File: src/rtl/dec_arb_pkg.sv
// Shared types, default sizing and helpers for the decode-path round-robin arbiter.
// The MSB-first encoder matches the existing 32-bit priority encoder's index encoding.
package dec_arb_pkg;

  localparam int unsigned MaxN        = 32;
  localparam int unsigned DefN        = 32;
  localparam int unsigned DefW        = 5;
  localparam int unsigned DefHoldMax  = 255;

  typedef enum logic [1:0] {
    ArbIdle    = 2'd0,
    ArbGrant   = 2'd1,
    ArbRelease = 2'd2
  } arb_state_t;

  function automatic logic [MaxN-1:0] onehot(input logic [4:0] idx);
    logic [MaxN-1:0] oh;
    oh      = '0;
    oh[idx] = 1'b1;
    return oh;
  endfunction

  // Later (higher) set bits overwrite earlier ones, so the MSB wins.
  function automatic logic [4:0] prio_msb(input logic [MaxN-1:0] vec);
    logic [4:0] idx;
    idx = '0;
    for (int i = 0; i < MaxN; i++) begin
      if (vec[i]) idx = 5'(i);
    end
    return idx;
  endfunction

endpackage

File: src/rtl/dec_rr_pick.sv
// Rotating-mask pick: highest requester strictly below last_idx, else highest overall.
module dec_rr_pick
  import dec_arb_pkg::*;
#(
  parameter int unsigned N = DefN,
  parameter int unsigned W = DefW
) (
  input  logic [N-1:0] req_i,
  input  logic [W-1:0] last_idx_i,
  output logic [W-1:0] pick_idx_o,
  output logic         any_req_o
);

  logic [MaxN-1:0] req_pad;
  logic [MaxN-1:0] masked_pad;
  logic [4:0]      pick_full;
  logic [4:0]      pick_masked;
  logic [4:0]      pick_sel;

  always_comb begin
    req_pad    = '0;
    masked_pad = '0;
    for (int i = 0; i < int'(N); i++) begin
      req_pad[i]    = req_i[i];
      masked_pad[i] = req_i[i] & (i < int'(last_idx_i));
    end
  end

  always_comb begin
    pick_full   = prio_msb(req_pad);
    pick_masked = prio_msb(masked_pad);
    pick_sel    = (|masked_pad) ? pick_masked : pick_full;
  end

  assign pick_idx_o = pick_sel[W-1:0];
  assign any_req_o  = |req_i;

endmodule

File: src/rtl/dec_rr_arbiter.sv
// Round-robin arbiter for the shared decode datapath: one registered grant at a time,
// released on done, request drop or hold timeout, with a one-cycle turnaround gap.
module dec_rr_arbiter
  import dec_arb_pkg::*;
#(
  parameter int unsigned N        = DefN,
  parameter int unsigned W        = DefW,
  parameter int unsigned HOLD_MAX = DefHoldMax
) (
  input  logic         clk,
  input  logic         rst_n,
  input  logic [N-1:0] req_i,
  input  logic         done_i,
  output logic [N-1:0] grant_o,
  output logic [W-1:0] grant_idx_o,
  output logic         grant_valid_o,
  output logic         timeout_o
);

  localparam logic [1:0] StIdle    = ArbIdle;
  localparam logic [1:0] StGrant   = ArbGrant;
  localparam logic [1:0] StRelease = ArbRelease;

  // With the timeout disabled the counter just saturates at all-ones.
  localparam int unsigned     CntW    = (HOLD_MAX > 0) ? $clog2(HOLD_MAX + 1) : 8;
  localparam logic [CntW-1:0] CntSat  = (HOLD_MAX > 0) ? CntW'(HOLD_MAX) : {CntW{1'b1}};
  localparam logic [CntW-1:0] CntLast = CntW'(HOLD_MAX - 1);

  logic [1:0]      state_q, state_d;
  logic [N-1:0]    grant_q, grant_d;
  logic [W-1:0]    idx_q, idx_d;
  logic [W-1:0]    last_q, last_d;
  logic [CntW-1:0] cnt_q, cnt_d;
  logic            timeout_q, timeout_d;

  logic [W-1:0]    pick_idx;
  logic            any_req;
  logic [MaxN-1:0] pick_oh;
  logic            owner_req;
  logic            hit_timeout;
  logic            do_release;

  dec_rr_pick #(
    .N (N),
    .W (W)
  ) u_pick (
    .req_i      (req_i),
    .last_idx_i (last_q),
    .pick_idx_o (pick_idx),
    .any_req_o  (any_req)
  );

  assign pick_oh     = onehot(5'(pick_idx));
  assign owner_req   = req_i[idx_q];
  assign hit_timeout = (HOLD_MAX != 0) && (cnt_q == CntLast);
  assign do_release  = done_i || !owner_req || hit_timeout;

  always_comb begin
    state_d   = state_q;
    grant_d   = grant_q;
    idx_d     = idx_q;
    last_d    = last_q;
    cnt_d     = cnt_q;
    timeout_d = 1'b0;
    case (state_q)
      StIdle, StRelease: begin
        if (any_req) begin
          state_d = StGrant;
          grant_d = pick_oh[N-1:0];
          idx_d   = pick_idx;
          last_d  = pick_idx;
          cnt_d   = '0;
        end else begin
          state_d = StIdle;
        end
      end
      StGrant: begin
        if (do_release) begin
          state_d   = StRelease;
          grant_d   = '0;
          idx_d     = '0;
          cnt_d     = '0;
          // Timeout is only blamed when the owner still wanted the resource.
          timeout_d = hit_timeout && !done_i && owner_req;
        end else if (cnt_q != CntSat) begin
          cnt_d = cnt_q + 1'b1;
        end
      end
      default: begin
        state_d = StIdle;
        grant_d = '0;
        idx_d   = '0;
        cnt_d   = '0;
      end
    endcase
  end

  always_ff @(posedge clk or negedge rst_n) begin
    if (!rst_n) begin
      state_q   <= StIdle;
      grant_q   <= '0;
      idx_q     <= '0;
      last_q    <= '0;
      cnt_q     <= '0;
      timeout_q <= 1'b0;
    end else begin
      state_q   <= state_d;
      grant_q   <= grant_d;
      idx_q     <= idx_d;
      last_q    <= last_d;
      cnt_q     <= cnt_d;
      timeout_q <= timeout_d;
    end
  end

  assign grant_o       = grant_q;
  assign grant_idx_o   = idx_q;
  assign grant_valid_o = |grant_q;
  assign timeout_o     = timeout_q;

endmodule

File: config.mk
export PLATFORM = sky130hd
export DESIGN_NAME = dec_rr_arbiter
export DESIGN_NICKNAME = d
export VERILOG_FILES = /design/src/rtl/dec_arb_pkg.sv /design/src/rtl/dec_rr_pick.sv /design/src/rtl/dec_rr_arbiter.sv
export SDC_FILE = /design/constraint.sdc
export NUM_CORES = 1
export LEC_CHECK = 0
export BUFFER_PORTS_ARGS = -buffer_cell sky130_fd_sc_hd__buf_2
export CAP_MARGIN = 10
export CORE_MARGIN = 1
export CORE_UTILIZATION = 50
export CTS_BUF_LIST = sky130_fd_sc_hd__clkbuf_8
export DETAILED_ROUTE_END_ITERATION = 10
export PLACE_DENSITY = 0.75
export SETUP_SLACK_MARGIN = 0.1
export SLEW_MARGIN = 20
export SYNTH_ARGS = -nofsm -noshare
export SYNTH_HDL_FRONTEND = slang
export SYNTH_SLANG_ARGS = --single-unit
File: constraint.sdc
create_clock -name clk -period 3.35 [get_ports clk]
set_input_delay 0.67 -clock clk [delete_from_list [all_inputs] [get_ports clk]]
set_output_delay 0.67 -clock clk [all_outputs]
set_load 0.05 [all_outputs]
==> results of run 1 <==
[logic make-up (layout without fill, tap and decap cells)]
kind of cell               Yosys count  after routing  synth area share [%]
buffers and inverters               36            114                  3.99
adders and majority gates            2              2                 0.644
muxes                               11             11                  6.05
and+or+nand+nor                    196            196                  26.5
xor gates and xnor gates             6              6                  1.35
DFF                                 53             53                  34.1
AOI/OAI and AO/OA                  144            144                  27.3
[routing by layer]
layer  vias up  global-route usage [%]  share of wire [%]
li1       1861                       -                  -
met1      1895                    39.1                 44
met2       170                    47.2                 48
met3        27                    4.31                5.9
met4         0                    10.2                2.8
met5         -                       0                  0
[power by group]
part / internal, uW / total (uW) / switching (uW) / leakage, uW
Clock: 152 / 377 / 225 / 0.0000423
Combinational: 1040 / 3020 / 1980 / 0.00132
Sequential: 789 / 991 / 202 / 0.000717
Total: 1980 / 4390 / 2410 / 0.00207
[repair_timing]
item	4_1_cts	5_1_grt
endpoints found under the setup margin	0	32
gates resized for setup	0	4
setup buffers	0	1
[critical path: stages (launching register included)]
cell,delay (ns)
dfrtp_1,0.52
or2_2,0.40
a221oi_4,0.36
o211ai_1,0.22
nor3_2,0.23
or3b_4,0.44
a221oi_4,0.38
nor3_2,0.19
a22o_1,0.24
[flip-flops by register name, indices dropped and copies added, names as in the netlist]
register	flops
state_q	2
grant_o	32
grant_idx_o	5
last_q	5
cnt_q	8
timeout_o	1
[Yosys cell counts (all sizes together), types with 7 or more instances]
cell type	n
a22o	16
mux4	10
nor4	21
nor2b	7
and2	11
nor3	11
buf	18
nand2	53
o21ai	42
a21o	7
nand4	10
or2	7
nor2	33
a21oi	19
inv	11
clkbuf	7
nand3	16
dfrtp	53
[final timing paths]
check	slack [ns]	startpoint	cells after the start	to
min in group clk	0.52	grant_o[13]	2	grant_o[13]
hold / removal	0.47	rst_n	1	cnt_q[2]
setup reg to reg	0.27	last_q[3]	8	grant_o[24]
max in group asynchronous	2.17	rst_n	2	grant_idx_o[3]
hold reg to reg	0.52	grant_o[13]	2	grant_o[13]
setup / recovery	0.27	last_q[3]	8	grant_o[24]
[per-stage QoR]
stage                     worst slack, ns  instance area, sq um  utilization (%)  cells
final                               0.266                  4580             62.2    625
after global routing                0.102                  4580             62.2    625
after CTS                           0.274                  4540             61.6    624
after detailed placement            0.146                  4440             60.3    616
after global placement              0.189                  4440             60.3    616
after floorplan                     0.231                  3880                -    448
[layout make-up]
| type | instances | area [sq um] |
|---|---|---|
| Clock inverter | 3 | 26.3 |
| Timing Repair Buffer | 95 | 568 |
| Fill cell | 658 | 2790 |
| Tap cell | 99 | 124 |
| Multi-Input combinational cell | 359 | 2430 |
| Clock buffer | 5 | 68.8 |
| Inverter | 11 | 41.3 |
| Sequential cell | 53 | 1330 |
==> impl_metrics.env, run 1 <==
export IMPL_drive_gt1_share_pct=27.0
export IMPL_synth_nets=485
export IMPL_yosysUniqueCellTypes=68
export IMPL_avgSynthCellArea_sq_um=8.67
export IMPL_syn_inst=448
export IMPL_synth_largest_area_cell="dfrtp_1"
export IMPL_final_cell_mix="buf_2, nand2_1, dfrtp_1"
export IMPL_synth_edf_count=0
export IMPL_die_area_sq_um=8130
export IMPL_setup_worst_path_start_class="flip-flop"
export IMPL_clockBufferDepth=2
export IMPL_yosys_warnings=0
export IMPL_insertion_delay_ns=0.31
export IMPL_syn_area_sq_um=3880
export IMPL_diodes=0
export IMPL_ant_nets=0
export IMPL_gp_congestion=0.988
export IMPL_clkSinkCount=53
export IMPL_fin_setup_tns_ns=0
export IMPL_period_minus_slack_ns=3.08
export IMPL_final_nets=562
export IMPL_max_cap_violations=0
export IMPL_numCtsBuffers=5
export IMPL_synthTopCellsByArea="dfrtp_1, mux4_2, nand2_1"
export IMPL_fp_row_count=31
export IMPL_grt_max_degree=44
export IMPL_clkTransAtPathRegs_ns=0.10
export IMPL_firstDrtPassIters=5
export IMPL_grt_pass1_wl_um=18900
export IMPL_viasPerCell=6.32
export IMPL_io_pins=74
export IMPL_cts_tree="built"
export IMPL_slew_headroom_pct=41.1
export IMPL_cp_max_fo=9
export IMPL_holdBufCountCts=0
export IMPL_antenna_found_initial=0
export IMPL_final_max_slew_viol_count=0
export IMPL_crit_arrival_ns=3.29
export IMPL_vdd_drop_max_v=0.000474
export IMPL_drc_errors=0
export IMPL_drt_iter0_drc=293
export IMPL_grt_total_usage_pct=28.9
export IMPL_end_kind="flip-flop"
export IMPL_core_sq_um=7370
export IMPL_async_reset_ff_share_pct=100
export IMPL_status="finished clean"
export IMPL_area_growth_pct=18.0
export IMPL_portBuffers=73
export IMPL_grt_setup_unrepaired="no"
export IMPL_power_leakage_uw=0.00207
export IMPL_start_util_pct=52.7
export IMPL_hold_path_class="in2async"
export IMPL_critPathKind="reg2reg"
export IMPL_die_w_um=90.1
export IMPL_finalPower_uw=4390
export IMPL_htreeDepth=2
export IMPL_fin_crit_sh_pct=92.1
export IMPL_fmax_mhz=324
export IMPL_dp_hpwl_um=8720
export IMPL_powerDensity_nw_per_um2=958
export IMPL_gr_total_overflow=0
export IMPL_worst_pin_slew_ns=0.883
export IMPL_seq_area_frac_synth_pct=34.1
export IMPL_via_count=3953
export IMPL_grt_pass1_vias=3784
export IMPL_final_common_cell="buf_2"
export IMPL_hold_viol=0
export IMPL_ys_ff_latch=53
export IMPL_die_y_um=90.1
export IMPL_wl_um=11500
export IMPL_skew_ns=0.00848
export IMPL_synth_top_cell_area_share_pct=34.1
export IMPL_avgRoutedWirePerCell_um=18.4
export IMPL_hold_ws_ns=0.470
export IMPL_cts_root_buf="clkbuf_8"
export IMPL_setup_viol_count_final=0
export IMPL_synth_top_flop_cell="dfrtp_1"
export IMPL_critPathRequiredTime_ns=3.55
Power figures use the tool's default switching activity.
==> run 2: changes to the inputs <==
--- a/config.mk
+++ b/config.mk
@@ -11,7 +11,7 @@
 export CORE_UTILIZATION = 50
 export CTS_BUF_LIST = sky130_fd_sc_hd__clkbuf_8
 export DETAILED_ROUTE_END_ITERATION = 10
-export PLACE_DENSITY = 0.75
+export PLACE_DENSITY = 0.76
 export SETUP_SLACK_MARGIN = 0.1
 export SLEW_MARGIN = 20
 export SYNTH_ARGS = -nofsm -noshare
==> run 2 against run 1 <==
  * Non-clock buffer count shrank 1
  * Sequential share of layout area rose by 0.25 points
  * Global-route usage fell by 0.77 points
  * Critical path type unchanged
  * Largest power group unchanged
  * Highest routed layer unchanged
==> impl_metrics.env, run 2 (synthesis gave the netlist of run 1 again) <==
export IMPL_io_pins=74
export IMPL_reg2reg_depth=8
export IMPL_grt_total_usage_pct=28.1
export IMPL_crit_arrival_ns=3.28
export IMPL_gp_congestion=0.946
export IMPL_skew_ns=0.0103
export IMPL_die_w_um=90.1
export IMPL_wl_um=11000
export IMPL_fp_row_count=31
export IMPL_numCtsBuffers=5
export IMPL_core_sq_um=7370
export IMPL_powerDensity_nw_per_um2=941
export IMPL_via_count=3986
export IMPL_diodes=0
export IMPL_grt_setup_unrepaired="no"
export IMPL_largest_reg_flops=32
export IMPL_antenna_found_initial=0
export IMPL_gr_total_overflow=0
export IMPL_start_util_pct=52.7
export IMPL_dp_hpwl_um=8340
export IMPL_period_minus_slack_ns=3.08
export IMPL_hold_path_class="in2async"
export IMPL_place_area_sq_um=4430
export IMPL_final_cell_mix="buf_2, nand2_1, dfrtp_1"
export IMPL_insertion_delay_ns=0.30
export IMPL_area_growth_pct=17.3
export IMPL_drt_iter0_drc=287
export IMPL_final_util_pct=61.9
export IMPL_fin_setup_tns_ns=0
export IMPL_max_cap_violations=0
export IMPL_die_area_sq_um=8130
export IMPL_setup_worst_path_start_class="flip-flop"
export IMPL_ant_nets=0
export IMPL_final_max_slew_viol_count=0
export IMPL_critPathKind="reg2reg"
export IMPL_p_switching_uw=2360
export IMPL_fmax_mhz=325
export IMPL_status="finished clean"
export IMPL_vdd_drop_max_v=0.000375
export IMPL_clockBufferDepth=2
export IMPL_avgRoutedWirePerCell_um=17.6
export IMPL_viasPerCell=6.39
export IMPL_setup_viol_count_final=0
export IMPL_grt_pass1_wl_um=18700
export IMPL_cts_tree="built"
export IMPL_hold_viol=0
export IMPL_combPwrFrac_pct=67.3
export IMPL_power_leakage_uw=0.00206
export IMPL_portBuffers=73
export IMPL_final_nets=561
export IMPL_critPathRequiredTime_ns=3.55
export IMPL_design_area_sq_um=4560
export IMPL_final_common_cell="buf_2"
export IMPL_end_kind="flip-flop"
export IMPL_worst_pin_slew_ns=0.646
export IMPL_hold_ws_ns=0.381
export IMPL_htreeDepth=2
export IMPL_swShare_pct=54.9
export IMPL_slew_headroom_pct=56.9
export IMPL_firstDrtPassIters=6
export IMPL_holdBufCountCts=0
export IMPL_p_seq_share_pct=24.2
export IMPL_drive_gt1_share_pct=27.4
export IMPL_cp_max_fo=20
export IMPL_drc_errors=0
export IMPL_cts_root_buf="clkbuf_8"
export IMPL_clkTransAtPathRegs_ns=0.10
export IMPL_grt_max_degree=44
export IMPL_fin_crit_sh_pct=92.0
export IMPL_p_int_uw=1930
export IMPL_clkSinkCount=53
export IMPL_die_y_um=90.1
export IMPL_grt_pass1_vias=3799
export IMPL_power_frac_clock_pct=8.4
## run 2: cell type report
cell class / count / area, sq um
clock buffer: 5 / 68.8
clock inverter: 3 / 21.3
fill: 648 / 2810
inverter: 11 / 41.3
multi-input combinational: 359 / 2420
sequential: 53 / 1330
tap: 99 / 124
timing repair buffer: 94 / 548
## run 2: through the flow
stage	worst slack (ns)	cells	power, uW
after floorplan	0.231	448	3040
after global placement	0.195	614	3780
after detailed placement	0.152	614	3840
after CTS	0.138	622	4200
after global routing	0.156	624	4560
final	0.269	624	4290
## run 2: path summary, 6_finish.rpt
check	start	end	slack (ns)
max	last_q[1]	grant_o[24]	0.27
min	rst_n	timeout_o	0.38
max reg2reg	last_q[1]	grant_o[24]	0.27
min reg2reg	state_q[1]	state_q[1]	0.51
max in group asynchronous	rst_n	grant_o[4]	2.21
min in group clk	state_q[1]	state_q[1]	0.51
## run 2: repair_timing
action,4_1_cts,5_1_grt
gates resized for setup,0,8
setup endpoints to repair,0,35
buffers inserted,0,2
hold endpoints to repair,0,0
## run 2: routing by layer
| layer | track usage, % | up-vias | routed length [um] |
|---|---|---|---|
| met5 | 0 | - | 0 |
| met4 | 8.20 | 0 | 259 |
| met3 | 3.05 | 24 | 795 |
| met2 | 45.7 | 189 | 5210 |
| met1 | 39.7 | 1916 | 4750 |
| li1 | - | 1857 | - |
## run 2: power by group through the flow
stage / registers [uW] / clock network, uW / logic [uW]
6_report: 1040 / 361 / 2890
5_1_grt: 1070 / 395 / 3090
4_1_cts: 1030 / 368 / 2810
3_5_place_dp: 1040 / 0 / 2800
3_3_place_gp: 1030 / 0 / 2750
2_1_floorplan: 1260 / 0 / 1790
## run 2: critical path, cell delays in order (launching register included)
cell	delay, ns
dfrtp_2	0.57
and3_1	0.32
a32o_1	0.32
nand3b_1	0.29
nor3_2	0.25
or3b_4	0.44
a221oi_4	0.36
nor3_2	0.19
a22o_1	0.24
